==> config.mk <==
export PLATFORM = sky130hd
export DESIGN_NAME = serial_add_ctrl
export DESIGN_NICKNAME = d
export VERILOG_FILES = /design/src/rtl/serial_add_ctrl.sv
export SDC_FILE = /design/constraint.sdc
export NUM_CORES = 1
export LEC_CHECK = 0
export ABC_AREA = 1
export CORE_MARGIN = 5
export CORE_UTILIZATION = 54
export CTS_CLUSTER_DIAMETER = 200
export DETAILED_ROUTE_END_ITERATION = 8
export PLACE_DENSITY_LB_ADDON = 0.25
export REMOVE_ABC_BUFFERS = 1
export SYNTH_ARGS = -nofsm -noshare
export SYNTH_HDL_FRONTEND = slang
export SYNTH_SLANG_ARGS = --single-unit
==> constraint.sdc <==
create_clock -name clk -period 2.9 [get_ports clk]
set_input_delay 0.58 -clock clk [delete_from_list [all_inputs] [get_ports clk]]
set_output_delay 0.58 -clock clk [all_outputs]
set_load 0.05 [all_outputs]
==> src/rtl/serial_add_ctrl.sv <==
// serial_add_ctrl: bit-serial adder controller. A single full-adder cell walks a
// WIDTH-bit operand pair LSB first, one bit per clock, then registers sum and carry.
module serial_add_ctrl #(
    parameter int WIDTH = 8
) (
    input  logic             clk,
    input  logic             rst,
    input  logic             start_in,
    input  logic [WIDTH-1:0] a_in,
    input  logic [WIDTH-1:0] b_in,
    input  logic             carry_in,
    output logic             busy_out,
    output logic             done_out,
    output logic [WIDTH-1:0] sum_out,
    output logic             carry_out
);

    localparam int            CW       = $clog2(WIDTH);
    localparam logic [CW-1:0] LAST_BIT = CW'(WIDTH - 1);

    typedef enum logic [1:0] {
        IDLE,
        ADD,
        DONE
    } state_t;

    state_t state;
    state_t state_next;

    logic [WIDTH-1:0] a_sh;
    logic [WIDTH-1:0] b_sh;
    logic [WIDTH-1:0] sum_sh;
    logic [WIDTH-1:0] sum_shifted;
    logic [CW-1:0]    bit_cnt;
    logic             carry_q;
    logic             fa_s;
    logic             fa_c;
    logic             last_bit;

    // The one shared full-adder cell; sum bits enter at the MSB so that after
    // WIDTH shifts bit 0 of the result has reached bit 0 of the register.
    always_comb begin
        {fa_c, fa_s} = {1'b0, a_sh[0]} + {1'b0, b_sh[0]} + {1'b0, carry_q};
        sum_shifted  = {fa_s, sum_sh[WIDTH-1:1]};
        last_bit     = (bit_cnt == LAST_BIT);
    end

    always_ff @(posedge clk) begin
        if (rst) begin
            state <= IDLE;
        end else begin
            state <= state_next;
        end
    end

    always_comb begin
        state_next = state;
        case (state)
            IDLE: begin
                if (start_in) begin
                    state_next = ADD;
                end
            end
            ADD: begin
                if (last_bit) begin
                    state_next = DONE;
                end
            end
            DONE: begin
                state_next = IDLE;
            end
            default: begin
                state_next = IDLE;
            end
        endcase
    end

    always_comb begin
        busy_out = (state != IDLE);
        done_out = (state == DONE);
    end

    // Operands are copied on the accepted start so the requester may change
    // them freely; result registers move only on the completing bit.
    always_ff @(posedge clk) begin
        if (rst) begin
            a_sh      <= '0;
            b_sh      <= '0;
            sum_sh    <= '0;
            carry_q   <= 1'b0;
            bit_cnt   <= '0;
            sum_out   <= '0;
            carry_out <= 1'b0;
        end else begin
            case (state)
                IDLE: begin
                    if (start_in) begin
                        a_sh    <= a_in;
                        b_sh    <= b_in;
                        carry_q <= carry_in;
                        bit_cnt <= '0;
                    end
                end
                ADD: begin
                    a_sh    <= {1'b0, a_sh[WIDTH-1:1]};
                    b_sh    <= {1'b0, b_sh[WIDTH-1:1]};
                    sum_sh  <= sum_shifted;
                    carry_q <= fa_c;
                    if (last_bit) begin
                        sum_out   <= sum_shifted;
                        carry_out <= fa_c;
                    end else begin
                        bit_cnt <= bit_cnt + CW'(1);
                    end
                end
                default: begin
                end
            endcase
        end
    end

endmodule

## Word-level counts from Yosys, hierarchy flattened

Index checks and enable logic that the tools add are counted.

| operators by class | value |
|---|---|
| shift operators | 0 |
| reductions and logical operators | 7 |
| bitwise gates (word level) | 0 |
| muxes and demuxes | 12 |
| divide/modulo/power cells | 0 |
| magnitude comparators | 0 |
| add/sub/neg operators | 3 |
| $mul | 0 |
| eq/ne operators | 6 |

Operator list:

| cell | number |
|---|---|
| one-hot mux 8 bit (2 select lines) | 2 |
| 2-to-1 mux 8 bit | 2 |
| 2-to-1 mux 3 bit | 2 |
| != test 2 bit (second input constant) | 3 |
| one-hot mux 3 bit (2 select lines) | 1 |
| AND reduction 2 bit | 3 |
| 2-to-1 mux 2 bit | 2 |
| one-hot mux 2 bit (2 select lines) | 1 |
| nonzero test 2 bit | 2 |
| adder 3 x 1 -> 3 bit (second input constant) | 1 |
| == test 3 bit (second input constant) | 1 |
| AND reduction 3 bit | 1 |
| adder 1 x 1 -> 2 bit | 1 |
| adder 2 x 1 -> 2 bit | 1 |
| == test 2 x 1 -> 1 bit (second input constant) | 1 |
| == test 2 bit (second input constant) | 1 |
| logical NOT 2 bit | 1 |
| one-hot mux 1 bit (2 select lines) | 1 |
| 2-to-1 mux 1 bit | 1 |

| word-level totals | value |
|---|---|
| register bits | 39 |
| bits in writable memories | 0 |
| bits in latches | 0 |
| ROM bits | 0 |
| memories | 0 |
| logic and storage cells | 36 |
| input port bits | 20 |

## Logic depth before layout (Yosys ltp)

| logic depth | value |
|---|---|
| word-level depth | 3 |
| gate-level depth with buffers | 8 |

## Worst setup path before layout

No wires, ideal clock.

| timing path | value |
|---|---|
| path type | register to output |
| start | reg state[1] |
| end | out done_out |
| slack | 1.236 ns |
| stages on the path, launching flop included | 3 |
| arrival time | 1.084 ns |
| data required time | 2.320 ns |
| path through | dfxtp_1 > inv_2 > nor2_1 |

| between the ends | value |
|---|---|
| longest elaborated chain between the ends | 1 |

Ends and longest elaborated chain:

| element | RTL line | source |
|---|---|---|
| start, declared | 27 | `state_t state;` |
| start signal, assigned | 52 | `state <= state_next;` |
| == test 2 bit | 80 | `done_out = (state == DONE);` |
| end, declared | 13 | `output logic done_out,` |

Every way passes these cells.

## Final worst setup path

| timing path | value |
|---|---|
| start | reg state[0] |
| end | out busy_out |

| between the ends | value |
|---|---|
| longest elaborated chain between the ends | 1 |

Ends and longest elaborated chain:

| element | RTL line | source |
|---|---|---|
| nonzero test 2 bit | 79 | `busy_out = (state != IDLE);` |
| end, declared | 12 | `output logic busy_out,` |

Every way passes these cells.

==> flow_summary.ini <==
[clock_network]
cts-root-buf = clkbuf_4
cts_sinks = 38
cts_max_level = 2
clock_latency_ns = 0.34
cts-hold-fix-buffers = 0
cts_resized = 0
clk_path_buf_depth = 2
postCtsSetupRepairBufs = 0
cts_tree = done
clk_pin_slew_ns = 0.10
cts_buffers = 5

[floorplan]
io_pins = 31
fp.coreArea_um2 = 2980
dieArea_um2 = 4220
die_y_um = 65.0
die_width_um = 65.0
initial_core_util_pct = 54.8
num_rows = 20

[sta]
finalSetupTns_ns = 0
rsz0062_at_grt = false
finClkSkew_ns = 0.00300
hold_violations = 0
tightest_slew_ns = 0.713
post-route-period-util_pct = 81.3
fmaxAchievable_mhz = 424
min_period_ns = 2.36
slew_viol_final = 0
setup_viol = 0
maxSlewHeadroom_pct = 52.5

[logic_synthesis]
synth_cell_type_count = 20
syn_inst = 222
synth_commonest_cells = nand2_1 (52), nor2_1 (52), dfxtp_1 (38), o21ai_0 (23), o21ai_1 (10)
synth_enable_flop_cells = 0
async_flop_share_pct = 0
ys.flop_type = dfxtp_1
seq_area_frac_synth_pct = 46.6
synth-warning-count = 0
yosysTopAreaCell = dfxtp_1
ys_top_cells_by_area = dfxtp_1 (47%), nand2_1 (12%), nor2_1 (12%)
syn_area_um2 = 1630
ys_ff_latch = 38
yosysTopAreaCellShare_pct = 46.6
synth.avg_cell_area_um2 = 7.35

[layout]
fin_nets = 274
area_delta_synth_final_pct = 19.5
n_antenna_cell = 0
fin_util_pct = 65.5
drive_gt1_share_pct = 6.77

[placed_design]
gp_congestion = 0.819
hpwl_mm = 2.14
io_buffers = 30

[power]
powerDensity_nw_per_um2 = 493
p_leak_uw = 0.000872
ir_worst_vdd_mv = 0.315
total_power_uw = 961

[worst_setup_path]
crit_path_start_kind = register
worstSetupPathType = register to primary output
cp_max_fo = 6
reg2regPathDepth = 6
worstSetupEndpointType = primary output
critPathRequiredTime_ns = 2.32
arrival_ns = 1.78

[detailed_routing]
drt_first_pass_iters = 4
vias = 1421
dr.first_iter.drc_count = 87
wire_per_inst_um = 11.1
final_antenna_net_count = 0
drc_errors = 0
postRouteWirelength_mm = 3.14
viasPerCell = 5.00

[global_route]
grt_pass1_wl_mm = 5.53
grt.overflow.total = 0
antenna_found_initial = 0
grt_usage_pct = 16.7
grt_pass1_vias = 1317
grt_max_degree = 29

[outcome]
status = finished, final reports clean

[min_path]
hold_path_class = register to register
hold_depth = 2

[job]
cap_violations = 0
-- placed cells by master, fill, tap and decap left out --
cell / count
a21oi_1: 8
buf_4: 2
clkbuf_1: 2
clkbuf_4: 5
clkdlybuf4s50_1: 30
dfxtp_1: 38
fa_1: 1
ha_1: 2
inv_1: 9
inv_2: 3
nand2_1: 52
nand2_2: 1
nand2_4: 3
nand3_1: 7
nor2_1: 52
nor2_2: 1
nor2_4: 1
o21ai_0: 23
o21ai_1: 10
o21ai_2: 1
-- report_power, final --
| group | total (uW) | internal (uW) | switching, uW |
|---|---|---|---|
| Combinational | 138 | 61.3 | 76.8 |
| Sequential | 570 | 552 | 17.9 |
| Clock | 253 | 91.5 | 161 |
| Total | 961 | 705 | 256 |
-- critical path, cell delays in order, from the launching register on --
cell             delay [ns]
dfxtp_1                0.50
nor2_1                 0.09
inv_1                  0.06
clkdlybuf4s50_1        0.79
-- layout make-up --
type | instances | area (um^2)
Fill cell | 294 | 1030
Sequential cell | 38 | 761
Multi-Input combinational cell | 162 | 742
Timing Repair Buffer | 32 | 315
Clock buffer | 7 | 45.0
Inverter | 12 | 45.0
Tap cell | 33 | 41.3
-- cell families (layout without fill, tap and decap cells) --
group | count (synthesis) | count (layout) | share of synthesized area (%)
adders and majority gates | 3 | 3 | 2.76
DFF | 38 | 38 | 46.6
buffers and inverters | 22 | 51 | 7.90
and+or+nand+nor | 117 | 117 | 29.6
AOI/OAI and AO/OA | 42 | 42 | 13.1
-- worst paths after layout --
kind,start,to,slack [ns]
hold reg to reg,sum_sh[5],sum_sh[5],0.47
setup reg to reg,state[0],carry_out,1.30
setup / recovery,state[0],busy_out,0.54
hold / removal,sum_sh[5],sum_sh[5],0.47
-- layer usage --
| layer | vias to the layer above | routed length (um) | GRT usage [%] |
|---|---|---|---|
| met3 | 9 | 164 | 4.16 |
| met5 | - | 0 | 0 |
| met4 | 0 | 78 | 7.92 |
| met1 | 625 | 1450 | 19.9 |
| li1 | 758 | - | - |
| met2 | 29 | 1450 | 27.8 |
-- stage by stage --
step           hold WS (ns)  instance area, um^2  cells  setup slack [ns]
4_1_cts               0.474                 1950    284             0.526
2_1_floorplan         0.438                 1550    212              1.24
5_1_grt               0.500                 1950    284             0.455
3_5_place_dp          0.458                 1900    277             0.804
3_3_place_gp          0.455                 1900    277             0.838
6_report              0.475                 1950    284             0.544
-- registers in the layout (all words and copies together) (netlist names) --
signal / flops
a_sh: 8
b_sh: 8
sum_out: 8
sum_sh: 7
bit_cnt: 3
state: 2
carry_out: 1
carry_q: 1
No activity file was read; power rests on OpenSTA's default activity.
==> edit (same settings) <==
The 3 states of `state_t` get a one-hot encoding in 3 bits.
--- a/src/rtl/serial_add_ctrl.sv
+++ b/src/rtl/serial_add_ctrl.sv
@@ -18,10 +18,10 @@
     localparam int            CW       = $clog2(WIDTH);
     localparam logic [CW-1:0] LAST_BIT = CW'(WIDTH - 1);
 
-    typedef enum logic [1:0] {
-        IDLE,
-        ADD,
-        DONE
+    typedef enum logic [2:0] {
+        IDLE = 3'b001,
+        ADD  = 3'b010,
+        DONE = 3'b100
     } state_t;
 
     state_t state;
Function: same outputs for any inputs over 10 cycles, from zero or initial values and one cycle with rst high; not proved beyond that.
==> edit against the original RTL <==
  * Cell count rose by 19%
  * Area after synthesis rose by 13%
  * Routed wire length rose by 24%
  * Sequential cell count rose by 1
  * Via count rose by 17%
  * Highest routed layer unchanged
  * Critical path depth did not move
  * Synthesized cell count rose by 18%
  * Setup slack got worse by 0.095 ns
  * Non-clock buffer count rose by 4
  * Combinational power rose by 30%
  * Power rose by 7.3%
  * Cell area rose by 14%
  * Sequential share of layout area fell by 3.8 points
  * Critical endpoint is now done_out
==> edit: results (changes against the original RTL) <==
[route]
drtIter0Drc=88  ; was 87
via_per_inst=4.91  ; was 5.00
wirelength_mm=3.90  ; was 3.14 mm
drtPass1Iterations=5  ; was 4

[setup_path]
rr_worst_depth=6  ; unchanged
r2r-end=sum_out[6]  ; was carry_out
r2r-start=state[0]  ; unchanged
cp.arrival_ns=1.87  ; was 1.78 ns
endpoint=done_out  ; was busy_out
r2r_slack_ns=0.99  ; was 1.30 ns
critPathLaunch=state[1]  ; was state[0]
endpoint_kind=output pin  ; unchanged

[placed_design]
portBuffers=30  ; unchanged
gp_congestion=0.808  ; was 0.819
dp_hpwl_mm=2.61  ; was 2.14 mm

[outcome]
status=completed  ; unchanged

[logic_synthesis]
synth-seq-area-share_pct=42.2  ; was 46.6%
synth_cell_types=22  ; was 20
ys_top_cells_by_area=dfxtp_1 (42%), nor2_1 (12%), nand2_1 (12%)  ; was dfxtp_1 (47%), nand2_1 (12%), nor2_1 (12%)
synthTopCellsByCount=nor2_1 (60), nand2_1 (58), dfxtp_1 (39)  ; was nand2_1 (52), nor2_1 (52), dfxtp_1 (38)

[global_routing]
grt_pass1_vias=1573  ; was 1,317
grt_max_degree=23  ; was 29
grt_pass1_wl_mm=6.80  ; was 5.53 mm

[pwr]
ir_drop_v=0.000276  ; was 0.000315 V
intPower_uw=732  ; was 705 uW
p_leak_uw=0.00107  ; was 0.000872 uW

[clock_network]
clockRootBuffer=clkbuf_4  ; unchanged
clk_pin_slew_ns=0.12  ; was 0.10 ns
htreeDepth=2  ; unchanged

[sta]
clock_skew_ns=0.0106  ; was 0.00300 ns
tightest_slew_ns=0.502  ; was 0.713 ns

[cells_and_area]
biggestRegsByFlops=a_sh x8, b_sh x8, sum_out x8  ; unchanged
nets=314  ; was 274
n_fill_cell=325  ; was 294
drive_above_1_share_pct=9.93  ; was 6.77%

[worst_hold_path]
holdCritStartpoint=sum_out[1]  ; was sum_sh[5]

edit: changes by cell type after synthesis, sizes merged:
cell,before,now
buf,8,11
clkbuf,2,3
clkinv,0,1
dfxtp,38,39
inv,12,21
nand2,56,60
nand3,7,38
nand4,0,1
nor2,54,62
nor3,0,1
o21ai,34,14
edit: area by class of cell:
cell class | instances | area share (%)
multi-input cells | 187 | 40.5
clock buffers | 5 | 1.69
flip-flops and latches | 39 | 35.2
inverters | 22 | 3.72
well taps | 46 | 2.60
repair buffers | 36 | 15.6
clock inverters | 3 | 0.677
edit: power by group through the flow:
stage / Clock [uW] / Combinational, uW / Sequential, uW
floorplan: 0 / 112 / 595
global placement: 0 / 176 / 594
detailed placement: 0 / 180 / 595
CTS: 275 / 182 / 583
global route: 302 / 206 / 587
finish: 268 / 180 / 583
edit: through the flow:
stage / std cells / instance area [um^2] / power (uW) / worst slack [ns]
4_1_cts: 338 / 2220 / 1040 / 0.425
3_3_place_gp: 330 / 2160 / 770 / 0.828
3_5_place_dp: 330 / 2160 / 775 / 0.815
6_report: 338 / 2220 / 1030 / 0.449
5_1_grt: 338 / 2220 / 1100 / 0.371
2_1_floorplan: 248 / 1760 / 708 / 0.717
edit: worst min-delay path by stage:
| stage | to | cells past startpoint | slack, ns |
|---|---|---|---|
| 3_5_place_dp | sum_out[1] | 2 | 0.45 |
| 3_3_place_gp | sum_out[3] | 2 | 0.45 |
| 5_1_grt | sum_out[1] | 2 | 0.49 |
| 4_1_cts | sum_out[1] | 2 | 0.47 |
| 2_1_floorplan | sum_out[1] | 2 | 0.45 |
| 6_report | sum_out[1] | 2 | 0.47 |
edit: critical path: stages, from the launching register on:
cell             delay [ns]
dfxtp_1                0.33
buf_4                  0.20
nor3_1                 0.18
clkdlybuf4s50_1        0.82
edit: cells by family (layout without fill, tap and decap cells):
logic type | count (synthesis) | after routing | synth area share [%]
AO/OA/AOI/OAI | 22 | 22 | 5.96
AND/OR/NAND/NOR | 162 | 162 | 40.2
adder cells (fa/ha/maj) | 3 | 3 | 2.44
flip-flops | 39 | 39 | 42.2
buffers and inverters | 36 | 66 | 9.14
edit: routing by layer:
layer	GRT usage, %	vias up	part of all wire, %
li1	-	884	-
met3	4.21	8	4.8
met1	23.8	735	47
met2	31.8	34	47
met5	0	-	0
met4	8.19	0	1.6
